### src/rtl/fifo_csr_param_if.sv
// fifo_csr_param_if: CSR push port, consumer pop port and status outputs of fifo_csr_param
interface fifo_csr_param_if #(
  parameter int DATA_W = 8,
  parameter int DEPTH  = 16
);
  localparam int CW = $clog2(DEPTH) + 1;
  logic              csr_enable;
  logic [11:0]       csr_addr;
  logic [2:0]        csr_op;
  logic [31:0]       rs1_data;
  logic [4:0]        rs1_zimm;
  logic              next;
  logic [DATA_W-1:0] data;
  logic              have_next;
  logic              full;
  logic [CW-1:0]     count;
  logic [31:0]       csr_data_out;
  modport master (
    output csr_enable, csr_addr, csr_op, rs1_data, rs1_zimm, next,
    input  data, have_next, full, count, csr_data_out
  );
  modport slave (
    input  csr_enable, csr_addr, csr_op, rs1_data, rs1_zimm, next,
    output data, have_next, full, count, csr_data_out
  );
endinterface

### src/rtl/fifo_csr_param.sv
// fifo_csr_param: FIFO filled by CSR writes, drained by a first-word-fall-through consumer port.
// Define FIFO_CSR_STATUS_EN to add the status register with sticky overflow flag.
module fifo_csr_param #(
  parameter int          DATA_W      = 8,
  parameter int          DEPTH       = 16,
  parameter logic [11:0] DATA_ADDR   = 12'h51,
  parameter logic [11:0] STATUS_ADDR = 12'h52
) (
  input logic             clk_i,
  input logic             reset_ni,
  fifo_csr_param_if.slave bus
);
  localparam int AW = $clog2(DEPTH);
  localparam int CW = AW + 1;
  localparam logic [2:0] OP_RW  = 3'd1;
  localparam logic [2:0] OP_RC  = 3'd3;
  localparam logic [2:0] OP_RWI = 3'd5;
  logic [DATA_W-1:0] mem_q [DEPTH];
  logic [AW-1:0]     rd_q, wr_q;
  logic [CW-1:0]     cnt_q;
  logic [31:0]       zext, cnt_ext, status;
  logic [DATA_W-1:0] wval;
  logic              push_req, push, pop, is_full, not_empty, drop, stat_sel;
  assign zext      = {27'b0, bus.rs1_zimm};
  assign cnt_ext   = 32'(cnt_q);
  assign not_empty = cnt_q != '0;
  assign is_full   = cnt_q == CW'(DEPTH);
  assign push_req  = bus.csr_enable && bus.csr_addr == DATA_ADDR &&
                     (bus.csr_op == OP_RW || bus.csr_op == OP_RWI);
  assign wval      = bus.csr_op == OP_RWI ? zext[DATA_W-1:0] : bus.rs1_data[DATA_W-1:0];
  assign pop       = bus.next && not_empty;
  // A full FIFO still accepts a push when the head leaves in the same cycle
  assign push      = push_req && (!is_full || pop);
  assign drop      = push_req && is_full && !pop;
  assign stat_sel  = bus.csr_enable && bus.csr_addr == STATUS_ADDR;
  always_ff @(posedge clk_i) begin
    if (push) mem_q[wr_q] <= wval;
  end
  always_ff @(posedge clk_i or negedge reset_ni) begin
    if (!reset_ni) begin
      rd_q  <= '0;
      wr_q  <= '0;
      cnt_q <= '0;
    end else begin
      if (push) wr_q <= wr_q + 1'b1;
      if (pop) rd_q <= rd_q + 1'b1;
      cnt_q <= cnt_q + CW'(push) - CW'(pop);
    end
  end
`ifdef FIFO_CSR_STATUS_EN
  logic ovf_q;
  logic ovf_clr;
  assign ovf_clr = stat_sel && bus.csr_op == OP_RC && bus.rs1_data[31];
  always_ff @(posedge clk_i or negedge reset_ni) begin
    if (!reset_ni) ovf_q <= 1'b0;
    else ovf_q <= drop ? 1'b1 : ovf_clr ? 1'b0 : ovf_q;
  end
  assign status = {ovf_q, 15'b0, is_full, not_empty, 3'b0, cnt_ext[10:0]};
`else
  assign status = 32'b0;
`endif
  assign bus.data         = mem_q[rd_q];
  assign bus.have_next    = not_empty;
  assign bus.full         = is_full;
  assign bus.count        = cnt_q;
  assign bus.csr_data_out = stat_sel ? status : 32'b0;
  logic unused_ok;
  assign unused_ok = ^{bus.rs1_data, zext, cnt_ext, drop};
endmodule

### src/flat_wrapper.sv
// flat-port wrapper written by rule: the top's interface ports become plain ports
module fifo_csr_param_flat 
#(
  parameter int          DATA_W      = 8,
  parameter int          DEPTH       = 16,
  parameter logic [11:0] DATA_ADDR   = 12'h51,
  parameter logic [11:0] STATUS_ADDR = 12'h52
)
  (clk_i, reset_ni, bus_csr_enable, bus_csr_addr, bus_csr_op, bus_rs1_data, bus_rs1_zimm, bus_next, bus_data, bus_have_next, bus_full, bus_count, bus_csr_data_out);
  fifo_csr_param_if #(.DATA_W(DATA_W), .DEPTH(DEPTH)) bus_i ();
  input logic clk_i;
  input logic reset_ni;
  input wire logic [$bits(bus_i.csr_enable)-1:0] bus_csr_enable;
  input wire logic [$bits(bus_i.csr_addr)-1:0] bus_csr_addr;
  input wire logic [$bits(bus_i.csr_op)-1:0] bus_csr_op;
  input wire logic [$bits(bus_i.rs1_data)-1:0] bus_rs1_data;
  input wire logic [$bits(bus_i.rs1_zimm)-1:0] bus_rs1_zimm;
  input wire logic [$bits(bus_i.next)-1:0] bus_next;
  output wire logic [$bits(bus_i.data)-1:0] bus_data;
  output wire logic [$bits(bus_i.have_next)-1:0] bus_have_next;
  output wire logic [$bits(bus_i.full)-1:0] bus_full;
  output wire logic [$bits(bus_i.count)-1:0] bus_count;
  output wire logic [$bits(bus_i.csr_data_out)-1:0] bus_csr_data_out;
  assign bus_i.csr_enable = bus_csr_enable;
  assign bus_i.csr_addr = bus_csr_addr;
  assign bus_i.csr_op = bus_csr_op;
  assign bus_i.rs1_data = bus_rs1_data;
  assign bus_i.rs1_zimm = bus_rs1_zimm;
  assign bus_i.next = bus_next;
  assign bus_data = bus_i.data;
  assign bus_have_next = bus_i.have_next;
  assign bus_full = bus_i.full;
  assign bus_count = bus_i.count;
  assign bus_csr_data_out = bus_i.csr_data_out;
  fifo_csr_param #(.DATA_W(DATA_W), .DEPTH(DEPTH), .DATA_ADDR(DATA_ADDR), .STATUS_ADDR(STATUS_ADDR)) u_core (.clk_i(clk_i), .reset_ni(reset_ni), .bus(bus_i));
endmodule
### config.mk
export PLATFORM = sky130hd
export DESIGN_NAME = fifo_csr_param_flat
export DESIGN_NICKNAME = d
export VERILOG_FILES = /design/src/rtl/fifo_csr_param_if.sv /design/src/rtl/fifo_csr_param.sv /design/src/flat_wrapper.sv
export SDC_FILE = /design/constraint.sdc
export NUM_CORES = 1
export LEC_CHECK = 0
export CAP_MARGIN = 20
export CORE_ASPECT_RATIO = 1.5
export CORE_MARGIN = 3
export CORE_UTILIZATION = 40
export CTS_CLUSTER_SIZE = 20
export DETAILED_ROUTE_END_ITERATION = 16
export PLACE_DENSITY = 0.6
export SYNTH_ARGS = -nofsm -noshare
export SYNTH_HDL_FRONTEND = slang
export SYNTH_SLANG_ARGS = --single-unit
### constraint.sdc
create_clock -name clk_i -period 3.72 [get_ports clk_i]
set_clock_uncertainty 0.2 [all_clocks]
set_input_delay 0.372 -clock clk_i [delete_from_list [all_inputs] [get_ports clk_i]]
set_output_delay 0.372 -clock clk_i [all_outputs]
set_load 0.05 [all_outputs]
# Word-level counts from Yosys, hierarchy flattened
# Memory sizes are Yosys's and may differ from the RTL's.
# Index checks and enable logic that the tools add are counted.
[op_classes]
add_sub_neg = 4
multipliers = 0
div_mod_pow = 0
order_cmp = 0
eq_ne = 4
n_shift = 0
muxes = 3
bitwise_logic = 0
n_reduce_logical = 8
[op_table]
columns = ["op", "n"]
rows = [
  ["== test 12 x 7 -> 1 bit (second input constant)", 1],
  ["adder 4 x 1 -> 4 bit (second input constant)", 2],
  ["two-way mux 8 bit", 1],
  ["adder 5 x 1 -> 5 bit", 1],
  ["== test 5 bit (second input constant)", 1],
  ["nonzero test 5 bit", 1],
  ["subtractor 5 x 1 -> 5 bit", 1],
  ["logical AND 1 bit", 4],
  ["== test 3 x 1 -> 1 bit (second input constant)", 1],
  ["== test 3 bit (second input constant)", 1],
  ["logical OR 1 bit", 2],
  ["two-way mux 1 bit", 2],
  ["zero test 1 bit", 1],
]
[word_totals]
regBits = 13
latchBits = 0
ram_bits = 128
rom_bits = 0
mem_count = 1
[memory_table]
columns = ["name", "depth", "word_bits", "read_ports", "rd_clocked_by_memory_dff", "write_ports", "line_no", "source"]
rows = [
  ["u_core.mem_q", 16, 8, 1, 0, 1, "fifo_csr_param.sv:18", "logic [DATA_W-1:0] mem_q [DEPTH];"],
]

# Logic depth before layout (Yosys ltp)
[depth]
word_depth = 6
mapped_depth = 14
mapped_depth_nobuf = 13

# Least setup slack after synthesis
# Ideal clock, no wire load.
[synth_path]
path_kind = "register to register"
start = "reg u_core.cnt_q[3] (netlist: u_core.bus.count[3])"
end = "reg u_core.cnt_q[4] (netlist: u_core.bus.count[4])"
setup_ns = 0.080
arrival_time_ns = 3.000
slack_ns = 0.440
path_stages_with_launch = 15
path_buffers = 1
synth_period_minus_slack_ns = 3.280
path_cell_list = "dfrtp_1 > inv_1 > ha_1 > or4b_4 > and2_4 > buf_6 > ha_1 > inv_1 > ha_1 > inv_1 > fa_1 > inv_1 > a21oi_1 > o21bai_1 > xnor2_1"
[synth_between]
elab_chain_len = 6
[synth_lines]
columns = ["item", "line_no", "source"]
rows = [
  ["start, declared", "fifo_csr_param.sv:20", "logic [CW-1:0] cnt_q;"],
  ["start signal, assigned", "fifo_csr_param.sv:47", "cnt_q <= cnt_q + CW'(push) - CW'(pop);"],
  ["nonzero test 5 bit (*)", "fifo_csr_param.sv:26", "assign not_empty = cnt_q != '0;"],
  ["net bus_have_next", "flat_wrapper.sv:20", "output wire logic [$bits(bus_i.have_next)-1:0] bus_have_next;"],
  ["logical AND 1 bit (*)", "fifo_csr_param.sv:31", "assign pop = bus.next && not_empty;"],
  ["net u_core.pop", "fifo_csr_param.sv:23", "logic push_req, push, pop, is_full, not_empty, drop, stat_sel;"],
  ["logical OR 1 bit", "fifo_csr_param.sv:33", "assign push = push_req && (!is_full || pop);"],
  ["logical AND 1 bit", "fifo_csr_param.sv:33", ""],
  ["adder 5 x 1 -> 5 bit", "fifo_csr_param.sv:47", ""],
  ["subtractor 5 x 1 -> 5 bit (*)", "fifo_csr_param.sv:47", ""],
]
# The timed path passes the listed nets; every way through them passes the cells marked *.
# A chain may end at the register's enable or synchronous reset.

# Final worst setup path
[layout_path]
start = "reg u_core.rd_q[2]"
end = "out bus_data[3]"
[layout_between]
elab_chain_len = 1
[layout_lines]
columns = ["item", "line_no", "source"]
rows = [
  ["start, declared", "fifo_csr_param.sv:19", "logic [AW-1:0] rd_q, wr_q;"],
  ["start signal, assigned", "fifo_csr_param.sv:46", "if (pop) rd_q <= rd_q + 1'b1;"],
  ["memory read (16 x 8 bit)", "n/a", ""],
  ["end, declared", "flat_wrapper.sv:19", "output wire logic [$bits(bus_i.data)-1:0] bus_data;"],
]
# Every way passes these cells.

==> tab_implementation.tex <==
\begin{tabular}{lr}
\hline
Metric & Value \\
\hline
\multicolumn{2}{l}{\textbf{Status}} \\
Status & complete, no violations \\
\multicolumn{2}{l}{\textbf{Critical path}} \\
R2R Path End & u\_core.bus.count[4] \\
Critical Setup Path Class & register to output port \\
Type of origin of the critical path & register \\
Data arrival time of the critical path & around 2.9 ns \\
Crit-path max FO & 17 \\
Flop-to-flop setup slack & about 0.73 ns \\
Launch instance of the worst register-to-register path & u\_core.bus.count[3] \\
Required time at the worst-slack endpoint & between 3 and 4 ns \\
Register-to-Register Path Depth & 13 \\
Crit path capture type & output port \\
\multicolumn{2}{l}{\textbf{Drt}} \\
Routed wire length & about 12000 um \\
Via density per instance & 5.06 \\
Wire per inst & $\sim$19 um \\
DRC & 0 \\
Count of TritonRoute iterations in the first routing pass & 4 \\
Detailed-route via count & 3173 \\
Final ANT Viol Nets & 0 \\
Drt initial violations & between 100 and 150 \\
\multicolumn{2}{l}{\textbf{Power}} \\
Power per standard cell area & about 770 nW/um\^{}2 \\
Leak & about 2.7 nW \\
Highest ir drop seen on vdd & around 0.47 mV \\
Total Power & $\sim$0.0057 W \\
\multicolumn{2}{l}{\textbf{Placed design}} \\
Count of buffers from port buffering & between 40 and 50 \\
Routability cong. & 0.763 \\
Half-perimeter wire length after detailed placement & 8250 um \\
\multicolumn{2}{l}{\textbf{Synthesis}} \\
Proportion of synthesized flip-flops having asynchronous set or reset & a little under a tenth \\
Post-synthesis sequential area ratio & 68.1\% \\
Number of enable flip-flop cells after synthesis & between 100 and 150 \\
Cell variety after synth & 39 \\
Per-instance average area after synthesis & 16.8 um\^{}2 \\
Post-Syn Instances & approximately 360 \\
Synthesis-stage register bit count & about 140 \\
Most used flip-flop cell after synthesis & edfxtp\_1 \\
Yosys Warn Count & 0 \\
Mapped Area & $\sim$6100 um\^{}2 \\
\multicolumn{2}{l}{\textbf{Timing}} \\
Setup repair after global routing missed its margin & false \\
Slew at the pin closest to its max-slew limit & 0.704 ns \\
Final number of max-transition violations & 0 \\
Final setup viols & 0 \\
Share of the clock period used by the worst path & 93.5\% \\
Max frequency & 288 MHz \\
Final Hold Fails & 0 \\
Relative max-transition margin & a little over half \\
Shortest clock period the worst path allows after layout & about 3.5 ns \\
Final TNS setup & 0 ns \\
\multicolumn{2}{l}{\textbf{GRT}} \\
Antenna violations before repair & 0 \\
Largest net degree at the start of global routing & between 50 and 60 \\
Wire length of the first global-routing pass & between 15000 and 20000 um \\
Total gr overflow & 0 \\
GRT Overall Usage & around 15\% \\
Number of global-route vias before repair & between 3000 and 4000 \\
\multicolumn{2}{l}{\textbf{Layout}} \\
Number of filler cells placed in the layout & 1253 \\
Multi-input combinational cell area & approximately 1700 um\^{}2 \\
Net count of the finished layout & between 400 and 500 \\
Layout cell share with drive strength beyond 1 & between 15 and 20\% \\
Most common library cell in the layout ignoring fill and taps & edfxtp\_1 \\
Area Growth Syn to Fin & 19.5\% \\
Commonest non-fill, non-tap cells in the layout & 128 x edfxtp\_1, 42 x clkdlybuf4s50\_1, 32 x mux2i\_1, 32 x conb\_1, 17 x clkbuf\_16 \\
Final antenna diode count & 0 \\
Reg area & $\sim$4200 um\^{}2 \\
\multicolumn{2}{l}{\textbf{Clock network}} \\
Clock Latency Late Sink & $\sim$0.4 ns \\
CTS clock-pin slew for the worst setup and hold paths & about 0.050 ns \\
Total CTS buffers & 17 \\
Buffer depth of the longest clock path & 2 \\
CTS hold repair buffers & 0 \\
Master cell of the clock root buffer & clkbuf\_16 \\
Level count of the clock H-tree & 4 \\
CTS tree & done \\
CTS sink count & 141 \\
\multicolumn{2}{l}{\textbf{Floorplan}} \\
Area of the die & 16900 um\^{}2 \\
Cell Rows & 54 \\
Die extent in x & 107 um \\
I/O Pins & 103 \\
Vertical die dimension & 158 um \\
Initial core utilization & between 40\% and 50\% \\
Area of the placeable core & between 10000 and 15000 um\^{}2 \\
\multicolumn{2}{l}{\textbf{Min path}} \\
Type of the worst min-delay path & input pin to asynchronous set/reset pin \\
\multicolumn{2}{l}{\textbf{Flow run}} \\
Max cap viols & 0 \\
\hline
\end{tabular}
## state kept, by name, summed over array words and instances, names as in the netlist
name and cells:
u_core.bus.count 5, u_core.mem_q 128, u_core.rd_q 4, u_core.wr_q 4
## worst max-delay path: stages (launching register included)
cell             delay, ns
dfrtp_1               0.54
and2_2                0.40
a221oi_1              0.48
o21ai_0               0.14
nand2_1               0.12
clkdlybuf4s50_1       0.81
## metrics by stage
step           setup slack (ns)  instance area [um^2]  instances  utilization, %  hold slack [ns]
5_1_grt                  0.0931                  7320        627            49.5            0.237
2_1_floorplan             0.440                  6240        395               -           -0.124
3_5_place_dp              0.331                  6670        595            45.1            0.323
3_3_place_gp              0.360                  6670        595            45.1            0.325
4_1_cts                  0.0749                  7300        627            49.3            0.209
6_report                  0.243                  7320        627            49.5            0.192
## synthesized netlist by cell type (2+ instances only)
library cell    n  area (um^2)
mux2_2          6         67.6
o21ai_0         8         40.0
a21oi_1         2         10.0
and2_1          9         56.3
a22oi_1         8         60.1
buf_2          10         50.1
ha_1           11          138
mux4_2         16          360
xor2_1          5         43.8
nand3_1         2         10.0
xnor2_1         5         43.8
nor2_1          2         7.51
mux2i_1        32          320
edfxtp_1      128         3840
dfrtp_1        13          325
nor2b_1         4         25.0
nand2_1         9         33.8
a221oi_1       16          140
buf_4          34          255
clkbuf_1        3         11.3
inv_1          12         45.0
and3_1         12         75.1
## per-layer routing
metal | vias up | GRT usage [%] | share of wire (%)
li1 | 1454 | - | -
met2 | 121 | 27.5 | 55
met4 | 0 | 5.55 | 1.7
met3 | 15 | 4.02 | 4.7
met1 | 1583 | 16.6 | 39
met5 | - | 0 | 0
## kinds of logic after synthesis
| family | count (synthesis) | synth area share [%] |
|---|---|---|
| XOR/XNOR | 10 | 1.43 |
| buffers and inverters | 60 | 6.09 |
| multiplexers | 55 | 12.5 |
| flip-flops | 141 | 68.1 |
| adder cells (fa/ha/maj) | 12 | 2.57 |
| other | 1 | 0.0612 |
| AND/OR/NAND/NOR | 49 | 5.00 |
| AO/OA/AOI/OAI | 36 | 4.33 |
## worst max-delay path by stage
stage                        start  depth (start not counted)                  end
3_5_place_dp        u_core.rd_q[2]                          5          bus_data[3]
4_1_cts             u_core.rd_q[2]                          5          bus_data[7]
3_3_place_gp        u_core.rd_q[2]                          5          bus_data[3]
5_1_grt             u_core.rd_q[2]                          5          bus_data[7]
6_report            u_core.rd_q[2]                          5          bus_data[3]
2_1_floorplan  u_core.bus.count[3]                         14  u_core.bus.count[4]
## report_power, final
group / total (W) / internal [W] / switching, W
Combinational: 0.00202 / 0.000770 / 0.00125
Sequential: 0.00187 / 0.00179 / 0.0000768
Clock: 0.00177 / 0.00118 / 0.000593
## layout make-up
cell class	instances	area share [%]
clock buffers	18	5.86
clock inverters	14	2.72
inverters	12	0.615
multi-input cells	194	23.5
flip-flops and latches	141	57.0
well taps	196	3.35
repair buffers	52	6.94
## repair_timing
action,in CTS,in global routing
hold endpoints to repair,0,0
cloned,0,0
buffers inserted,0,0
setup endpoints to repair,4,4
resized for setup,1,4
No activity file was read; power rests on OpenSTA's default activity.
==> variant: new RTL, same flow settings <==
`DEPTH` is set to 16 in 3 places; all go to 32.
--- a/src/rtl/fifo_csr_param_if.sv
+++ b/src/rtl/fifo_csr_param_if.sv
@@ -1,7 +1,7 @@
 // fifo_csr_param_if: CSR push port, consumer pop port and status outputs of fifo_csr_param
 interface fifo_csr_param_if #(
   parameter int DATA_W = 8,
-  parameter int DEPTH  = 16
+  parameter int DEPTH  = 32
 );
   localparam int CW = $clog2(DEPTH) + 1;
   logic              csr_enable;
--- a/src/rtl/fifo_csr_param.sv
+++ b/src/rtl/fifo_csr_param.sv
@@ -2,7 +2,7 @@
 // Define FIFO_CSR_STATUS_EN to add the status register with sticky overflow flag.
 module fifo_csr_param #(
   parameter int          DATA_W      = 8,
-  parameter int          DEPTH       = 16,
+  parameter int          DEPTH       = 32,
   parameter logic [11:0] DATA_ADDR   = 12'h51,
   parameter logic [11:0] STATUS_ADDR = 12'h52
 ) (
--- a/src/flat_wrapper.sv
+++ b/src/flat_wrapper.sv
@@ -2,7 +2,7 @@
 module fifo_csr_param_flat 
 #(
   parameter int          DATA_W      = 8,
-  parameter int          DEPTH       = 16,
+  parameter int          DEPTH       = 32,
   parameter logic [11:0] DATA_ADDR   = 12'h51,
   parameter logic [11:0] STATUS_ADDR = 12'h52
 )
Interface: changed (resized bus_count); port bits go from 103 to 104. The function was not compared with the original's and may differ.
==> variant against the unedited design <==
Final area grew 80%; sequential cell count grew 131; setup slack lost 0.077 ns; routed wire length grew 94%; critical path type unchanged; combinational power grew 63%; count of clock-buffer cells in the layout grew 11; area after synthesis grew 83%; power grew 68%; cell count grew 69%.
==> variant: results (changes against the unedited design) <==
placement:
  gp_congestion: 0.781  # +2.4%
  portBuffers: 47  # +2.2%
  dpl.hpwl_um: 15200  # +84%
  place_area_mm2: 0.0123  # +85%
  placed_cells: 1011  # +70%
  post-place-ws_ns: 0.577  # +0.247 ns
clock_network:
  cts_max_path_buffers: 3  # +1
  htree_levels: 1  # -3
  cts-buffers-inserted: 25  # +8
  clock_sinks: 272  # +93%
critical_path:
  r2r-start: "u_core.bus.count[4]$_DFF_PN0_"
  arrival_ns: 2.98  # +0.07 ns
  crit_path_start: "u_core.rd_q[1]$_DFFE_PN0P_"
  reg2reg_depth: 11  # -2
  timing.rr.end: "u_core.bus.count[5]$_DFF_PN0_"
  critPathCapture: "bus_data[4]"
finish:
  multiInputGateArea_mm2: 0.00278  # +62%
  fill_cells: 2240  # +79%
  largest_reg_flops: 256  # +100%
  regArea_mm2: 0.00809  # +94%
  nMultiInputCombCells: 283  # +46%
  num-nets-final: 769  # +58%
  final_area_mm2: 0.0132  # +80%
  buffer_area_frac: 0.0755  # +0.00613
  nNonClkInverters: 15  # +3
  clk_share: 0.0629  # -0.0229
detailed_routing:
  wire_per_inst_um: 21.8  # +15%
  drt_first_pass_iters: 5  # +1
  vias_per_cell: 5.33  # +5.4%
  drt-total-wl_um: 23100  # +94%
  drt_iter0_markers: 335  # +210%
power_and_ir_drop:
  p_comb_frac: 0.347  # -0.010
  p_leak_nw: 4.47  # +66%
  clk-power_mw: 2.58  # +46%
  netSwitchingPower_mw: 3.08  # +60%
  p_int_mw: 6.43  # +72%
  peakVddDrop_uv: 579  # +23%
min_path:
  min_path_type: "input pin to async pin"
timing:
  hold_slack_ns: 0.107  # -0.0846 ns
  max_freq_mhz: 281  # -2.2%
  tightest_slew_ns: 0.874  # +0.170 ns
synthesis:
  yosysUniqueCellTypes: 45  # +15%
  synth_mux_area_frac: 0.132  # +0.00751
  synth_edf_count: 256  # +100%
  syn_area_mm2: 0.0112  # +83%
  synthXorXnorAreaFrac: 0.00860  # -0.00570
  yosys-top-cells-area: "edfxtp_1 69%, mux4_2 9.6%, dfrtp_1 3.6%"
  synth-compound-area-share: 0.0434  # +0.000139
  async_flop_share: 0.0588  # -0.0334
  netlist_top_cells_count: "256 x edfxtp_1, 48 x mux4_2, 37 x buf_4, 37 x nor2_1, 32 x mux2i_1"
  yosysSeqAreaShare: 0.722  # +0.0413
  syn_area_per_cell_um2: 18.6  # +11%
global_routing:
  track_usage: 0.156  # +0.00603
  grt_max_degree: 36  # -31%
  grt_pass1_wl_um: 35500  # +94%
run_status:
  status: "completed"
[variant: cell count changes after synthesis, moves of 9 or more]
cell      unedited run  this run
a211oi_1             0        16
a221oi_1            16         0
nor2_1               2        37
clkbuf_1             3        15
and3_1              12         3
mux4_2              16        48
edfxtp_1           128       256
[variant: logic make-up (layout without fill, tap and decap cells)]
group / Yosys count / after routing
xor gates and xnor gates: 11 / 11
muxes: 87 / 87
AOI/OAI and AO/OA: 64 / 64
DFF: 272 / 272
and+or+nand+nor: 74 / 74
adders and majority gates: 15 / 15
buffers and inverters: 78 / 162
other: 1 / 32
[variant: worst min-delay path by stage]
stage,startpoint,to,cells past startpoint
global placement,u_core.wr_q[0]$_DFFE_PN0P_,u_core.wr_q[0]$_DFFE_PN0P_,1
finish,reset_ni,u_core.rd_q[0]$_DFFE_PN0P_,1
detailed placement,u_core.wr_q[0]$_DFFE_PN0P_,u_core.wr_q[0]$_DFFE_PN0P_,1
global route,reset_ni,u_core.rd_q[0]$_DFFE_PN0P_,1
floorplan,reset_ni,u_core.bus.count[0]$_DFF_PN0_,0
CTS,reset_ni,u_core.rd_q[0]$_DFFE_PN0P_,1
[variant: metal layers]
layer / up-vias / global-route usage / share of wire
met5: - / 0 / 0
met4: 0 / 0.0469 / 0.018
met3: 21 / 0.0186 / 0.043
met2: 182 / 0.286 / 0.55
met1: 2908 / 0.194 / 0.39
li1: 2538 / - / -
[variant: critical path, stage by stage (launching register included)]
cell and delay, ns:
dfrtp_2 0.65, buf_4 0.28, mux4_2 0.32, a22o_1 0.30
a211oi_1 0.47, buf_4 0.19, a21oi_1 0.06, buf_12 0.18
[variant: timing repair]
item | 4_1_cts | 5_1_grt
gates resized for setup | 0 | 0
hold buffers | 0 | 0
hold endpoints to repair | 0 | 0
setup buffers | 1 | 0
setup endpoints to repair | 1 | 0
